### src/rtl/elastic_pipe_ctrl_pkg.sv
// Shared helpers for the elastic pipeline controller and its output skid FIFO.
package elastic_pipe_ctrl_pkg;

    // Bits needed to encode values 0 .. value-1; never returns less than 1.
    function automatic int clog2(input int value);
        int result;
        int rem;
        result = 0;
        rem    = value - 1;
        while (rem > 0) begin
            result = result + 1;
            rem    = rem >> 1;
        end
        return (result < 1) ? 1 : result;
    endfunction

endpackage

### src/rtl/out_skid_fifo.sv
// Two-entry output skid FIFO; its registered count is what the stage chain looks at,
// so downstream ready never reaches the upstream ready path.
module out_skid_fifo import elastic_pipe_ctrl_pkg::*; #(
    parameter int WIDTH = 32
) (
    input  logic             clk,
    input  logic             rst_n,
    input  logic             push,
    input  logic [WIDTH-1:0] push_data,
    input  logic             pop,
    output logic [WIDTH-1:0] head,
    output logic [1:0]       count
);

    logic [WIDTH-1:0] mem [2];
    logic             wr_ptr;
    logic             rd_ptr;
    logic             push_eff;
    logic             pop_eff;

    // A push into a full FIFO or a pop from an empty one is ignored.
    assign push_eff = push && (count != 2'd2);
    assign pop_eff  = pop  && (count != 2'd0);

    always_ff @(posedge clk or negedge rst_n) begin
        if (!rst_n) begin
            wr_ptr <= 1'b0;
            rd_ptr <= 1'b0;
            count  <= 2'd0;
        end else begin
            // NOTE: sequential state uses non-blocking assignments so every register samples pre-edge values.
            if (push_eff) wr_ptr <= ~wr_ptr;
            if (pop_eff)  rd_ptr <= ~rd_ptr;
            case ({push_eff, pop_eff})
                2'b10:   count <= count + 2'd1;
                2'b01:   count <= count - 2'd1;
                default: count <= count;
            endcase
        end
    end

    // NOTE: storage is not reset; entries are don't-care until count marks them valid.
    always_ff @(posedge clk) begin
        if (push_eff) mem[wr_ptr] <= push_data;
    end

    assign head = mem[rd_ptr];

endmodule

### src/rtl/elastic_pipe_ctrl.sv
// Valid/ready elastic pipeline of DEPTH bubble-collapsing register stages feeding a
// 2-entry skid FIFO; stage enables are exported for lockstep side-band registers.
module elastic_pipe_ctrl import elastic_pipe_ctrl_pkg::*; #(
    parameter int WIDTH = 32,
    parameter int DEPTH = 4,
    parameter int CNT_W = clog2(DEPTH + 3)
) (
    input  logic             clk,
    input  logic             rst_n,
    input  logic             in_valid,
    output logic             in_ready,
    input  logic [WIDTH-1:0] in_data,
    output logic             out_valid,
    input  logic             out_ready,
    output logic [WIDTH-1:0] out_data,
    output logic [DEPTH-1:0] stage_en,
    output logic [CNT_W-1:0] occupancy
);

    logic             v_q    [DEPTH];
    logic [WIDTH-1:0] data_q [DEPTH];
    logic [DEPTH-1:0] v;
    logic [DEPTH-1:0] stage_en_w;
    logic [1:0]       fifo_cnt;
    logic             push_ok;
    logic             fifo_push;
    logic             fifo_pop;
    logic             accept;
    logic [CNT_W-1:0] occ_q;

    // Only the registered FIFO count gates the chain, never out_ready.
    assign push_ok = (fifo_cnt <= 2'd1);

    // A stage may load when it is empty or everything below it moves this cycle.
    always_comb begin
        logic en_acc;
        // NOTE: combinational logic uses blocking assignments with a default first, so no latch is inferred.
        en_acc     = push_ok;
        stage_en_w = '0;
        v          = '0;
        for (int i = DEPTH - 1; i >= 0; i--) begin
            v[i]          = v_q[i];
            en_acc        = en_acc | ~v_q[i];
            stage_en_w[i] = en_acc;
        end
    end

    assign stage_en = stage_en_w;
    assign in_ready = stage_en_w[0];

    for (genvar i = 0; i < DEPTH; i++) begin : g_stage
        logic             src_valid;
        logic [WIDTH-1:0] src_data;

        if (i == 0) begin : g_first
            assign src_valid = in_valid;
            assign src_data  = in_data;
        end else begin : g_next
            assign src_valid = v_q[i-1];
            assign src_data  = data_q[i-1];
        end

        always_ff @(posedge clk or negedge rst_n) begin
            if (!rst_n) begin
                v_q[i] <= 1'b0;
            end else if (stage_en_w[i]) begin
                v_q[i] <= src_valid;
            end
        end

        always_ff @(posedge clk) begin
            if (stage_en_w[i] && src_valid) data_q[i] <= src_data;
        end
    end

    assign fifo_push = v[DEPTH-1] && push_ok;
    assign fifo_pop  = out_valid && out_ready;
    assign accept    = in_valid && in_ready;

    out_skid_fifo #(
        .WIDTH (WIDTH)
    ) u_out_fifo (
        .clk       (clk),
        .rst_n     (rst_n),
        .push      (fifo_push),
        .push_data (data_q[DEPTH-1]),
        .pop       (fifo_pop),
        .head      (out_data),
        .count     (fifo_cnt)
    );

    assign out_valid = (fifo_cnt != 2'd0);

    // Tracking accepts minus pops keeps occ_q equal to popcount(v) + fifo_cnt every cycle.
    always_ff @(posedge clk or negedge rst_n) begin
        if (!rst_n) begin
            occ_q <= '0;
        end else begin
            occ_q <= occ_q + CNT_W'(accept) - CNT_W'(fifo_pop);
        end
    end

    assign occupancy = occ_q;

endmodule
### config.mk
export PLATFORM = sky130hd
export DESIGN_NAME = elastic_pipe_ctrl
export DESIGN_NICKNAME = d
export VERILOG_FILES = /design/src/rtl/elastic_pipe_ctrl_pkg.sv /design/src/rtl/out_skid_fifo.sv /design/src/rtl/elastic_pipe_ctrl.sv
export SDC_FILE = /design/constraint.sdc
export NUM_CORES = 1
export LEC_CHECK = 0
export CORE_ASPECT_RATIO = 0.7
export CORE_MARGIN = 2
export CORE_UTILIZATION = 45
export CTS_BUF_LIST = sky130_fd_sc_hd__clkbuf_2
export CTS_CLUSTER_DIAMETER = 80
export DETAILED_ROUTE_END_ITERATION = 7
export HOLD_SLACK_MARGIN = 0.03
export PLACE_DENSITY = 0.76
export SYNTH_ARGS = -nofsm -noshare
export SYNTH_HDL_FRONTEND = slang
export SYNTH_HIERARCHICAL = 1
export SYNTH_SLANG_ARGS = --single-unit
### constraint.sdc
create_clock -name clk -period 3.1 [get_ports clk]
set_input_delay 0.465 -clock clk [delete_from_list [all_inputs] [get_ports clk]]
set_output_delay 0.465 -clock clk [all_outputs]
set_load 0.03 [all_outputs]
==> results of run 1 <==
-- cells in the final DEF (no fill, tap or decap), types with 2 or more instances in the layout --
cell type        instances
and2_2                   2
buf_4                    4
clkbuf_2                72
clkdlybuf4s50_1         76
clkinv_1                 7
dfrtp_1                 10
edfxtp_1               192
ha_1                     3
inv_1                    6
inv_2                    2
mux2_1                   3
mux2_4                  29
nand2_1                  3
nand2b_1                 2
nor2_4                   3
o21ai_2                  2
xnor2_1                  6
-- repair_timing --
action | CTS | global route
resized for setup | 1 | 0
setup endpoints to repair | 2 | 0
buffers inserted | 0 | 0
-- per-stage QoR --
step           hold slack, ns  cells  area (sq um)  util, %  power (W)
2_1_floorplan           0.169    279          6860        -    0.00688
3_3_place_gp            0.401    550          7880     53.2    0.00784
3_5_place_dp            0.405    550          7880     53.2    0.00800
4_1_cts                0.0997    632          8310     56.1    0.00967
5_1_grt                 0.106    633          8310     56.1     0.0100
6_report                0.148    633          8310     56.1    0.00951
-- registers in the layout (all words and copies together), names as in the netlist --
name	count
u_out_fifo/rd_ptr	1
v	1
u_out_fifo/count	2
occupancy	3
g_stage.src_valid	3
u_out_fifo/wr_ptr	1
data_q	128
u_out_fifo/mem	64
-- routing by layer --
layer | global-route usage, % | routed length (um)
met1 | 14.8 | 4120
met5 | 0 | 0
met3 | 3.73 | 492
met2 | 21.7 | 5060
met4 | 7.08 | 307
-- power breakdown --
part	switching, W	internal [W]
logic	0.00166	0.00116
registers	0.000433	0.00462
clock network	0.000937	0.000693
-- final cells by class --
| class | count | area share, % |
|---|---|---|
| Sequential cell | 203 | 72.8 |
| Antenna cell | 1 | 0.0301 |
| Inverter | 7 | 0.316 |
| Clock buffer | 72 | 4.34 |
| Tap cell | 195 | 2.94 |
| Timing Repair Buffer | 81 | 9.76 |
| Clock inverter | 10 | 0.813 |
| Multi-Input combinational cell | 64 | 9.05 |
-- cells by family after synthesis --
kind of cell    count (synthesis)  share of synthesized area (%)
xor+xnor                        7                          0.894
mux                            32                           6.84
flops                         203                           88.0
buf+inv                        12                           1.53
fa+ha+maj                       4                          0.839
simple gates                   16                           1.28
compound gates                  5                          0.584
-- final timing paths --
path                                                    to  slack (ns)  cells after the start
hold reg to reg                     data_q[1][3]$_DFFE_PP_        0.41                      0
min in group clk                    data_q[0][1]$_DFFE_PP_        0.33                      1
hold / removal             u_out_fifo/count[0]$_DFFE_PN0P_        0.15                      1
setup reg to reg                    occupancy[2]$_DFF_PN0_        0.83                      8
setup / recovery                              out_data[20]        0.17                      3
max in group asynchronous    u_out_fifo/rd_ptr$_DFFE_PN0P_        2.49                      1
==> results.sh, run 1 <==
export IMPL_cp_start_kind="flop"
export IMPL_grt_max_degree=33
export IMPL_start_util_pct=46.3
export IMPL_cp_data_required_time_ns=2.63
export IMPL_dp_slack_ns=0.741
export IMPL_power_density_mw_per_mm2=1140
export IMPL_drt_pass1_iterations=4
export IMPL_fin_crit_sh_pct=94.5
export IMPL_synth_edf_count=192
export IMPL_clockRootBuffer="clkbuf_2"
export IMPL_hold_buffers=0
export IMPL_antenna_found_initial=1
export IMPL_leakage_nw=3.01
export IMPL_endpoint_kind="primary output"
export IMPL_hold_class="primary input to async pin"
export IMPL_viasPerCell=4.55
export IMPL_io_buffers=76
export IMPL_synth_largest_area_cell="edfxtp_1"
export IMPL_ys_seq_elements=203
export IMPL_finalSetupViolCount=0
export IMPL_pin_count=77
export IMPL_path_cells="buf_12, mux2_4, clkdlybuf4s50_1"
export IMPL_fin_nets=443
export IMPL_clk_pin_slew_worst_paths_ns=0.11
export IMPL_drive_above_1_share_pct=27.5
export IMPL_drc=0
export IMPL_hpwl_um=6200
export IMPL_gr_total_overflow=0
export IMPL_synthDominantCellAreaShare_pct=84.0
export IMPL_ys_flop_type="edfxtp_1"
export IMPL_fin_setup_tns_ns=0
export IMPL_ys_types=25
export IMPL_crit_type="flop to primary output"
export IMPL_routed_wl_um=9980
export IMPL_cts_made_buffers=46
export IMPL_slowest_delay_ns=0.61
export IMPL_syn_avg_cell_area_sq_um=24.6
export IMPL_crit_reg2reg_launch="u_out_fifo/count[0]$_DFFE_PN0P_"
export IMPL_clk_insertion_delay_late_ns=0.69
export IMPL_synth_commonest_cells="edfxtp_1 (192), mux2_4 (29), dfrtp_1 (11)"
export IMPL_die_h_um=107
export IMPL_wl_per_cell_um=15.8
export IMPL_die_area_sq_mm=0.0163
export IMPL_slew_violations=0
export IMPL_status="finished clean"
export IMPL_crit_family="buffers and inverters"
export IMPL_hold_viol_final=0
export IMPL_clkSinkCount=203
export IMPL_tightestPinTransition_ns=0.786
export IMPL_num_rows=37
export IMPL_multi_input_area_sq_um=752
export IMPL_period_minus_slack_ns=2.93
export IMPL_cts_max_path_buffers=3
export IMPL_core_area_sq_mm=0.0148
export IMPL_vias=2880
export IMPL_max_cap_violations=0
export IMPL_grt_pass1_wl_um=15600
export IMPL_first_global_vias=3189
export IMPL_cp_arrival_ns=2.46
export IMPL_rsz0062_at_grt="no"
export IMPL_synth_nets=319
export IMPL_startpoint="u_out_fifo/rd_ptr$_DFFE_PN0P_"
export IMPL_gp_congestion=0.765
export IMPL_cts_tree="yes"
export IMPL_synthArstFlopShare_pct=5.42
export IMPL_ys_top_cells_by_area="edfxtp_1 (84%), mux2_4 (6.3%), dfrtp_1 (4.0%), buf_12 (0.88%), xnor2_1 (0.77%)"
export IMPL_max_freq_ghz=0.341
export IMPL_cp_slowest_cell="dfrtp_4"
export IMPL_ys_seq_area_share_pct=88.0
export IMPL_antenna_left=0
export IMPL_relSlewSlack_pct=47.6
export IMPL_path_buf_inv=2
export IMPL_seq_area_sq_mm=0.00604
export IMPL_h_tree_depth=2
export IMPL_die_width_um=152
export IMPL_irDropWorstVdd_v=0.000410
export IMPL_fill_cells=1148
export IMPL_yosys_warnings=6
export IMPL_synthesis_area_sq_mm=0.00686
export IMPL_first_iter_violations=140
export IMPL_grt_usage_pct=12.8
export IMPL_worstPathMaxFanout=19
export IMPL_syn_to_final_growth_pct=21.1
export IMPL_finalWorstSetupSlack_ns=0.170
export IMPL_yosys_cell_count_top_type="edfxtp_1"
export IMPL_syn_instance_count=279
export IMPL_clock_skew_ns=0.0338
No activity file was read; power rests on OpenSTA's default activity.
==> run 2, diff against run 1 <==
GPL_ROUTABILITY_DRIVEN = 0   (was default)
==> results of run 2 <==
Final layout, timing and power as in run 1 (identical DEF).
==> run 3, diff against run 2 <==
ABC_CLOCK_PERIOD_IN_PS = 3100   (was default)
==> results of run 3 <==
Final layout, timing and power as in run 1 (identical DEF).
